## config.mk

```make
export PLATFORM = sky130hd
export DESIGN_NAME = button_sequencer
export DESIGN_NICKNAME = d
export VERILOG_FILES = /design/src/rtl/button_sequencer.sv
export SDC_FILE = /design/constraint.sdc
export NUM_CORES = 1
export LEC_CHECK = 0
export CORE_MARGIN = 4
export CORE_UTILIZATION = 40
export CTS_BUF_LIST = sky130_fd_sc_hd__clkbuf_4 sky130_fd_sc_hd__clkbuf_8
export CTS_CLUSTER_SIZE = 14
export DETAILED_ROUTE_END_ITERATION = 10
export PLACE_DENSITY = 0.57
export SYNTH_ARGS = -nofsm -noshare
export SYNTH_HDL_FRONTEND = slang
export SYNTH_SLANG_ARGS = --single-unit
```

## constraint.sdc

```tcl
create_clock -name clk -period 3.1 [get_ports clk]
set_clock_uncertainty 0.2 [all_clocks]
set_input_delay 0.62 -clock clk [delete_from_list [all_inputs] [get_ports clk]]
set_output_delay 0.62 -clock clk [all_outputs]
set_load 0.005 [all_outputs]
```

## src/rtl/button_sequencer.sv

```systemverilog
// Front-panel controller: edge-detects four debounced buttons, arbitrates them and runs the set-mode FSM.
// 1 clk latency from press detect to registered event; no backpressure, losing presses are dropped.
module button_sequencer #(
  parameter int HOLD_TICKS    = 50,
  parameter int REPEAT_TICKS  = 10,
  parameter int TIMEOUT_TICKS = 1000,
  parameter int CNT_W         = 10
) (
  input  logic       clk,
  input  logic       rst_n,
  input  logic       tick,
  input  logic       btn_mode,
  input  logic       btn_up,
  input  logic       btn_down,
  input  logic       btn_alarm,
  output logic [2:0] mode,
  output logic       inc_pulse,
  output logic       dec_pulse,
  output logic       alarm_en
);

  localparam logic [2:0] NORMAL     = 3'd0;
  localparam logic [2:0] SET_HR     = 3'd1;
  localparam logic [2:0] SET_MIN    = 3'd2;
  localparam logic [2:0] SET_AL_HR  = 3'd3;
  localparam logic [2:0] SET_AL_MIN = 3'd4;

  localparam logic [CNT_W-1:0] HOLD_LAST    = CNT_W'(HOLD_TICKS - 1);
  localparam logic [CNT_W-1:0] REPEAT_LAST  = CNT_W'(REPEAT_TICKS - 1);
  localparam logic [CNT_W-1:0] TIMEOUT_LAST = CNT_W'(TIMEOUT_TICKS - 1);

  logic             prev_mode, prev_up, prev_down, prev_alarm;
  logic             press_mode, press_up, press_down, press_alarm;
  logic             in_set;
  logic [CNT_W-1:0] hold_cnt, hold_nxt;
  logic [CNT_W-1:0] to_cnt, to_nxt;
  logic             repeating, rep_nxt, rep_fire, timeout;
  logic [2:0]       mode_nxt, mode_adv;
  logic             inc_nxt, dec_nxt, alarm_nxt;

  assign press_mode  = btn_mode  & ~prev_mode;
  assign press_up    = btn_up    & ~prev_up;
  assign press_down  = btn_down  & ~prev_down;
  assign press_alarm = btn_alarm & ~prev_alarm;
  assign in_set      = (mode != NORMAL) && (mode <= SET_AL_MIN);

  always_comb begin
    case (mode)
      NORMAL:    mode_adv = SET_HR;
      SET_HR:    mode_adv = SET_MIN;
      SET_MIN:   mode_adv = SET_AL_HR;
      SET_AL_HR: mode_adv = SET_AL_MIN;
      default:   mode_adv = NORMAL;
    endcase
  end

  // One counter serves both phases: initial hold delay, then the repeat interval.
  always_comb begin
    hold_nxt = hold_cnt;
    rep_nxt  = repeating;
    rep_fire = 1'b0;
    if (!in_set || !(btn_up ^ btn_down)) begin
      hold_nxt = '0;
      rep_nxt  = 1'b0;
    end else if (tick) begin
      if (hold_cnt >= (repeating ? REPEAT_LAST : HOLD_LAST)) begin
        rep_fire = 1'b1;
        hold_nxt = '0;
        rep_nxt  = 1'b1;
      end else begin
        hold_nxt = hold_cnt + 1'b1;
      end
    end
  end

  always_comb begin
    to_nxt  = to_cnt;
    timeout = 1'b0;
    if (!in_set || btn_up || btn_down) begin
      to_nxt = '0;
    end else if (tick) begin
      if (to_cnt >= TIMEOUT_LAST) begin
        timeout = 1'b1;
        to_nxt  = '0;
      end else begin
        to_nxt = to_cnt + 1'b1;
      end
    end
  end

  always_comb begin
    mode_nxt  = mode;
    inc_nxt   = 1'b0;
    dec_nxt   = 1'b0;
    alarm_nxt = alarm_en;
    if (mode > SET_AL_MIN) begin
      mode_nxt = NORMAL;
    end else if (press_mode) begin
      mode_nxt = mode_adv;
    end else begin
      if (timeout) mode_nxt = NORMAL;
      // Fixed priority; any fresh press suppresses a same-cycle repeat.
      if (press_alarm) begin
        if (!in_set) alarm_nxt = ~alarm_en;
      end else if (press_up) begin
        inc_nxt = in_set;
      end else if (press_down) begin
        dec_nxt = in_set;
      end else if (rep_fire) begin
        inc_nxt = btn_up;
        dec_nxt = btn_down;
      end
    end
  end

  always_ff @(posedge clk or negedge rst_n) begin
    if (!rst_n) begin
      prev_mode  <= 1'b0;
      prev_up    <= 1'b0;
      prev_down  <= 1'b0;
      prev_alarm <= 1'b0;
      mode       <= NORMAL;
      inc_pulse  <= 1'b0;
      dec_pulse  <= 1'b0;
      alarm_en   <= 1'b0;
      hold_cnt   <= '0;
      repeating  <= 1'b0;
      to_cnt     <= '0;
    end else begin
      prev_mode  <= btn_mode;
      prev_up    <= btn_up;
      prev_down  <= btn_down;
      prev_alarm <= btn_alarm;
      mode       <= mode_nxt;
      inc_pulse  <= inc_nxt;
      dec_pulse  <= dec_nxt;
      alarm_en   <= alarm_nxt;
      hold_cnt   <= press_mode ? '0 : hold_nxt;
      repeating  <= press_mode ? 1'b0 : rep_nxt;
      to_cnt     <= press_mode ? '0 : to_nxt;
    end
  end

endmodule

```

==> results of run 1 <==
-- cells in the mapped netlist, types with 2 or more instances --
| cell | n |
|---|---|
| and4_1 | 3 |
| xnor2_1 | 3 |
| or3_1 | 2 |
| a21oi_1 | 11 |
| nor2b_1 | 5 |
| nor2_1 | 13 |
| clkbuf_1 | 3 |
| and3_1 | 2 |
| nand2_1 | 9 |
| ha_1 | 9 |
| xor2_1 | 4 |
| a21o_1 | 2 |
| nand4_1 | 5 |
| nand3_1 | 6 |
| a41oi_1 | 2 |
| inv_1 | 7 |
| a31oi_1 | 5 |
| o21ai_0 | 4 |
| dfrtp_1 | 31 |
| o211ai_1 | 2 |
| nand2b_1 | 6 |
| o311ai_0 | 2 |
| nand3b_1 | 5 |
-- worst max path at each step --
stage                  from         to  slack, ps  depth (start not counted)
global placement     btn_up  to_cnt[4]        490                          5
CTS                 mode[0]  to_cnt[4]        530                          7
floorplan           mode[0]  to_cnt[8]        760                          7
global route        mode[0]  to_cnt[4]        320                          7
finish              mode[0]  to_cnt[4]        550                          7
detailed placement   btn_up  to_cnt[4]        400                          5
-- power groups by stage --
stage / Clock, W / Combinational, W / Sequential (W)
after global placement: 0 / 0.000278 / 0.000480
after CTS: 0.000368 / 0.000287 / 0.000474
after detailed placement: 0 / 0.000286 / 0.000481
after floorplan: 0 / 0.000170 / 0.000478
final: 0.000357 / 0.000282 / 0.000474
after global routing: 0.000390 / 0.000316 / 0.000482
-- sequential cells by signal (all words and copies together) (netlist names) --
register,count
dec_pulse,1
hold_cnt,10
alarm_en,1
prev_down,1
prev_mode,1
mode,3
repeating,1
inc_pulse,1
to_cnt,10
prev_up,1
prev_alarm,1
-- cell usage in the layout, fill, tap and decap left out, types with 2 or more instances in the layout --
master	count
a41oi_1	2
buf_4	2
xor2_1	4
and4_1	3
or3_1	2
inv_1	7
dfrtp_1	31
nand2_1	9
nand2b_1	6
xnor2_1	3
nor2_1	13
a31oi_1	5
nor2b_1	5
a21oi_1	11
o211ai_1	2
ha_1	9
nand3b_1	5
nand3_1	6
o311ai_0	2
o21ai_0	4
clkdlybuf4s50_1	12
nand4_1	5
a21o_1	2
and3_1	2
clkbuf_8	7
-- layout make-up --
type                            instances  share of cell area, %
Clock buffer                            8                   5.42
Inverter                                7                   1.37
Multi-Input combinational cell        120                   42.5
Sequential cell                        31                   40.5
Tap cell                               48                   3.14
Timing Repair Buffer                   14                   7.05
-- metrics by stage --
stage               std cells  hold slack (ps)  util, %  setup WS [ps]
detailed placement        220              245     47.7            403
global placement          220              239     47.7            488
finish                    228              252     50.4            547
floorplan                 161              124        -            756
CTS                       228              255     50.4            530
global route              228              284     50.4            316
-- routing by layer --
layer  up-vias  part of all wire, %
li1        624                    -
met1       630                   47
met2        18                   48
met3         6                  3.9
met4         0                  1.6
met5         -                    0
-- logic make-up after synthesis --
logic type / after synthesis / share of synthesized area (%)
flops: 31 / 47.7
simple gates: 65 / 23.1
fa+ha+maj: 9 / 6.92
xor+xnor: 7 / 3.77
buf+inv: 10 / 2.31
compound gates: 39 / 16.3
==> results.tsv, run 1 <==
stage	metric	value	unit
timing	Worst-Margin Slew	575	ps
detailed_routing	ANT nets after route	0	
yosys	Async SR Flop Fraction	100	%
setup_path	R2R Setup Slk	550	ps
clock_tree	Post-CTS Resized	0	
yosys	Yosys reg bits	31	
floorplan	CORE AREA	3800	µm²
power	PwrDens	581	nW/µm²
grt	initial antenna violation count	0	
setup_path	launching point of the worst reg2reg path	mode[0]	
power	power share of the combinational group	25.3	%
timing	relative slew slack	61.5	%
setup_path	Worst EP arrival	2550	ps
clock_tree	Hold Buf Count CTS	0	
grt	Most Used Layer, Global Route	met2	
detailed_routing	Routed WL	3330	µm
timing	Final period util	82.4	%
timing	final setup vio count	0	
floorplan	Die Y	71.8	µm
timing	Max Clock Freq	392	MHz
floorplan	boundary pin count	13	
setup_path	worst path buffer plus inverter count	1	
final_layout	share of layout cells above drive strength 1	8.89	%
grt	GRT met1 Usage	19.7	%
yosys	Synth Warn #	0	
power	Pwr Total	0.00111	W
floorplan	num rows	22	
timing	RSZ-0062 raised after global routing	false	
detailed_routing	Starting DRT DRC Count	73	
setup_path	CP max FO	6	
setup_path	Worst EP required	3100	ps
placed_design	GPL Wtd Cong	0.819	
clock_tree	clk buf depth	2	
grt	met2 usage	22.2	%
grt	number of global-route vias before repair	1335	
yosys	top_reg_cell synth	dfrtp_1	
grt	total track usage	14.9	%
grt	pin count of the biggest net entering global routing	32	
clock_tree	CTS tree	done	
setup_path	R2R Path End	to_cnt[4]	
hold_path	Hold Crit Depth	1	
yosys	Mapped Cells	161	
clock_tree	clk_lat worst skew	280	ps
floorplan	chip width	71.8	µm
detailed_routing	drt wl/cell	14.6	µm
detailed_routing	Initial DRT Pass Iterations	4	
placed_design	port bufs	12	
setup_path	slowest stage delay, CP	490	ps
setup_path	CP Launch Type	flip-flop	
hold_path	Worst Hold Launch	prev_up	
timing	setup_tns	0	ps
timing	Final Hold Fails	0	
power	part of the power in registers	42.6	%
yosys	syn_area_per_cell	10.1	µm²
placed_design	placed standard-cell area	1810	µm²
job	MaxCap Viol Count	0	
power	Power Internal	0.000797	W
setup_path	Worst path slowest cell	o31ai_1	
clock_tree	Clock transition at path regs	70	ps
hold_path	Hold Crit Class	flip-flop to flip-flop	
final_layout	synthesis-to-finish area growth	17.7	%
final_layout	Reg area	776	µm²
final_layout	FILL cells	343	
clock_tree	post-CTS setup buffer count	0	
placed_design	Post-DP HPWL	2360	µm
setup_path	Crit path max-delay family	compound AO/OA/AOI/OAI gates	
floorplan	Initial Utilization	42.9	%
setup_path	worst r2r path cells	7	
setup_path	worst-path cell chain	or2_2, inv_1, ha_1, or3b_4, o31ai_1, o21ai_0, a21oi_1	
yosys	Post-synth EDFFs	0	
yosys	area share of the largest cell type after synthesis	47.7	%
clock_tree	H-tree depth	2	
yosys	Netlist Area Pre-Place	1630	µm²
power	Clock power frac	32.1	%
grt	M3 GR Usage	4.63	%
run_status	status	complete, no violations	
timing	Final min period	2550	ps
clock_tree	CTS Buf Count	5	
grt	first-pass GRT wire length	6090	µm
detailed_routing	drt drc	0	
yosys	Mapped Nets	177	
timing	Slew Viols, Final	0	
yosys	post-synth top area cell	dfrtp_1	
yosys	Seq/Total Area, Yosys	47.7	%
floorplan	die area	5150	µm²
final_layout	Diodes inserted	0	
yosys	Yosys cell types	43	
power	peak ir drop on the vdd network	251	µV
setup_path	WS Path Type	flip-flop to flip-flop	
final_layout	final layout net count	195	
power	switch share	28.4	%
clock_tree	Root Buffer	clkbuf_8	
final_layout	footprint of the multi-input gates	815	µm²
yosys	largest cells by area after synthesis	dfrtp_1, ha_1, a21oi_1	
power	Net Sw Power	0.000316	W
grt	total gr overflow	0	
detailed_routing	total number of vias	1278	
detailed_routing	vias per cell	5.61	
final_layout	final instance area	1920	µm²
clock_tree	CTS Sinks	31	
hold_path	hold endpoint	inc_pulse	
setup_path	Worst setup EP type	flip-flop	
power	LEAKAGE	0.815	nW
(Power assumes the default switching activity.)
==> run 2: changes to the inputs <==
==> constraint.sdc (replaced) <==
create_clock -name clk -period 2.6 [get_ports clk]
set_clock_uncertainty 0.2 [all_clocks]
set_input_delay 0.52 -clock clk [delete_from_list [all_inputs] [get_ports clk]]
set_output_delay 0.52 -clock clk [all_outputs]
set_load 0.005 [all_outputs]
==> results.tsv, run 2 (synthesized netlist as in run 1, its figures left out) <==
stage	metric	value	unit	change
run_status	status	complete, no violations		unchanged
clock_tree	Post-CTS Resized	0		unchanged
grt	initial antenna violation count	0		unchanged
placed_design	DP Worst Slack	156	ps	was 403 ps
final_layout	commonest non-fill, non-tap cell in the layout	dfrtp_1		unchanged
timing	RSZ-0062 raised after global routing	false		unchanged
setup_path	CP Launch Type	flip-flop		unchanged
placed_design	Post-DP HPWL	2540	µm	was 2360 µm
setup_path	Crit path max-delay family	simple AND/OR/NAND/NOR gates		was compound AO/OA/AOI/OAI gates
timing	Worst-Margin Slew	449	ps	was 575 ps
grt	first-pass GRT wire length	6100	µm	was 6090 µm
final_layout	most frequent cells in the layout	dfrtp_1, nor2_1, clkdlybuf4s50_1		unchanged
timing	Slew Viols, Final	0		unchanged
power	PwrDens	660	nW/µm²	was 581 nW/µm²
clock_tree	Root Buffer	clkbuf_8		unchanged
timing	Final Hold Fails	0		unchanged
detailed_routing	total number of vias	1302		was 1278
setup_path	Worst setup EP type	flip-flop		unchanged
timing	Max Clock Freq	404	MHz	was 392 MHz
floorplan	boundary pin count	13		unchanged
detailed_routing	Initial DRT Pass Iterations	4		unchanged
detailed_routing	drt wl/cell	15.2	µm	was 14.6 µm
clock_tree	H-tree depth	2		unchanged
clock_tree	Clock transition at path regs	60	ps	was 70 ps
floorplan	Die Y	71.8	µm	unchanged
setup_path	Worst path slowest cell	or4_1		was o31ai_1
grt	number of global-route vias before repair	1333		was 1335
floorplan	Initial Utilization	42.9	%	unchanged
clock_tree	clk_lat worst skew	280	ps	about the same
final_layout	final core occ	51.2	%	was 50.4%
grt	pin count of the biggest net entering global routing	32		unchanged
timing	setup ws final	126	ps	was 547 ps
clock_tree	clk buf depth	2		unchanged
setup_path	CP max FO	6		unchanged
timing	Final period util	95.2	%	was 82.4%
timing	Worst Hold Margin	264	ps	was 252 ps
job	MaxCap Viol Count	0		unchanged
final_layout	largest registers	hold_cnt x10, to_cnt x10, mode x3		unchanged
final_layout	share of layout cells above drive strength 1	11.4	%	was 8.89%
timing	Final min period	2470	ps	was 2550 ps
detailed_routing	ANT nets after route	0		unchanged
setup_path	slowest stage delay, CP	510	ps	was 490 ps
setup_path	R2R Setup Slk	130	ps	was 550 ps
detailed_routing	vias per cell	5.59		was 5.61
clock_tree	post-CTS setup buffer count	0		unchanged
setup_path	WS Path Type	flip-flop to flip-flop		unchanged
detailed_routing	Routed WL	3540	µm	was 3330 µm
timing	relative slew slack	69.9	%	was 61.5%
clock_tree	CTS Sinks	31		unchanged
timing	setup_tns	0	ps	unchanged
power	LEAKAGE	0.836	nW	was 0.815 nW
setup_path	worst-path cell chain	or2_2, inv_1, ha_1, or3b_4, nand2b_4, or4_1, nand3_1		was or2_2, inv_1, ha_1, or3b_4, o31ai_1, o21ai_0, a21oi_1
floorplan	chip width	71.8	µm	unchanged
clock_tree	CTS Buf Count	5		unchanged
hold_path	Hold Crit Class	flip-flop to flip-flop		unchanged
floorplan	CORE AREA	3800	µm²	unchanged
setup_path	worst path buffer plus inverter count	1		unchanged
grt	total gr overflow	0		unchanged
final_layout	Diodes inserted	0		unchanged
grt	total track usage	15.2	%	was 14.9%
final_layout	synthesis-to-finish area growth	19.4	%	was 17.7%
placed_design	GPL Wtd Cong	0.881		was 0.819
setup_path	Worst EP required	2610	ps	was 3100 ps
final_layout	final layout net count	201		was 195
power	peak ir drop on the vdd network	262	µV	was 251 µV
detailed_routing	drt drc	0		unchanged
clock_tree	Hold Buf Count CTS	0		unchanged
floorplan	die area	5150	µm²	unchanged
placed_design	port bufs	12		unchanged
detailed_routing	Starting DRT DRC Count	65		was 73
floorplan	num rows	22		unchanged
setup_path	Worst EP arrival	2480	ps	was 2550 ps
timing	final setup vio count	0		unchanged
clock_tree	CTS tree	done		unchanged
-- run 2: per-layer routing --
layer | vias to the layer above | wire, µm | GRT usage, %
met1 | 627 | 1710 | 19.5
met5 | - | 0 | 0
met4 | 0 | 36 | 5.43
met2 | 29 | 1640 | 23.8
li1 | 641 | - | -
met3 | 5 | 148 | 5.05
-- run 2: through the flow --
stage	total power [W]	cell area (µm²)	instances
CTS	0.00131	1940	233
detailed placement	0.000917	1860	226
floorplan	0.000772	1630	161
global placement	0.000908	1860	226
finish	0.00128	1940	233
global route	0.00137	1940	233
-- run 2: worst paths after layout --
| path | from | endpoint | cells past startpoint |
|---|---|---|---|
| setup / recovery | mode[0] | to_cnt[8] | 7 |
| hold / removal | prev_down | dec_pulse | 1 |
| setup reg to reg | mode[0] | to_cnt[8] | 7 |
| hold reg to reg | prev_down | dec_pulse | 1 |
| max in group asynchronous | rst_n | to_cnt[3] | 2 |
| min in group asynchronous | rst_n | repeating | 2 |
-- run 2: cell type report --
class	instances	area [µm²]
fillers	350	1850
multi-input cells	120	815
flip-flops and latches	31	776
repair buffers	20	180
clock buffers	6	82.6
well taps	48	60.1
inverters	7	26.3
clock inverters	1	5.00
-- run 2: where the power goes --
part	switching, W	leakage [nW]	internal [W]
logic	0.000163	0.371	0.000180
clock network	0.000167	0.0470	0.000207
registers	0.0000428	0.418	0.000523
total	0.000373	0.836	0.000910
==> run 3: changes to the inputs <==
==> constraint.sdc (replaced) <==
create_clock -name clk -period 3.14 [get_ports clk]
set_clock_uncertainty 0.2 [all_clocks]
set_input_delay 0.628 -clock clk [delete_from_list [all_inputs] [get_ports clk]]
set_output_delay 0.628 -clock clk [all_outputs]
set_load 0.005 [all_outputs]
==> results of run 3 <==
The final DEF is identical to that of run 1. Status: complete, no violations.
Among the figures that moved: setup slack after placement 403 ps -> 435 ps; setup slack after layout 547 ps -> 587 ps; register-to-register setup slack 550 ps -> 590 ps; total power 0.00111 W -> 0.00110 W; worst IR drop on VDD 251 µV -> 247 µV
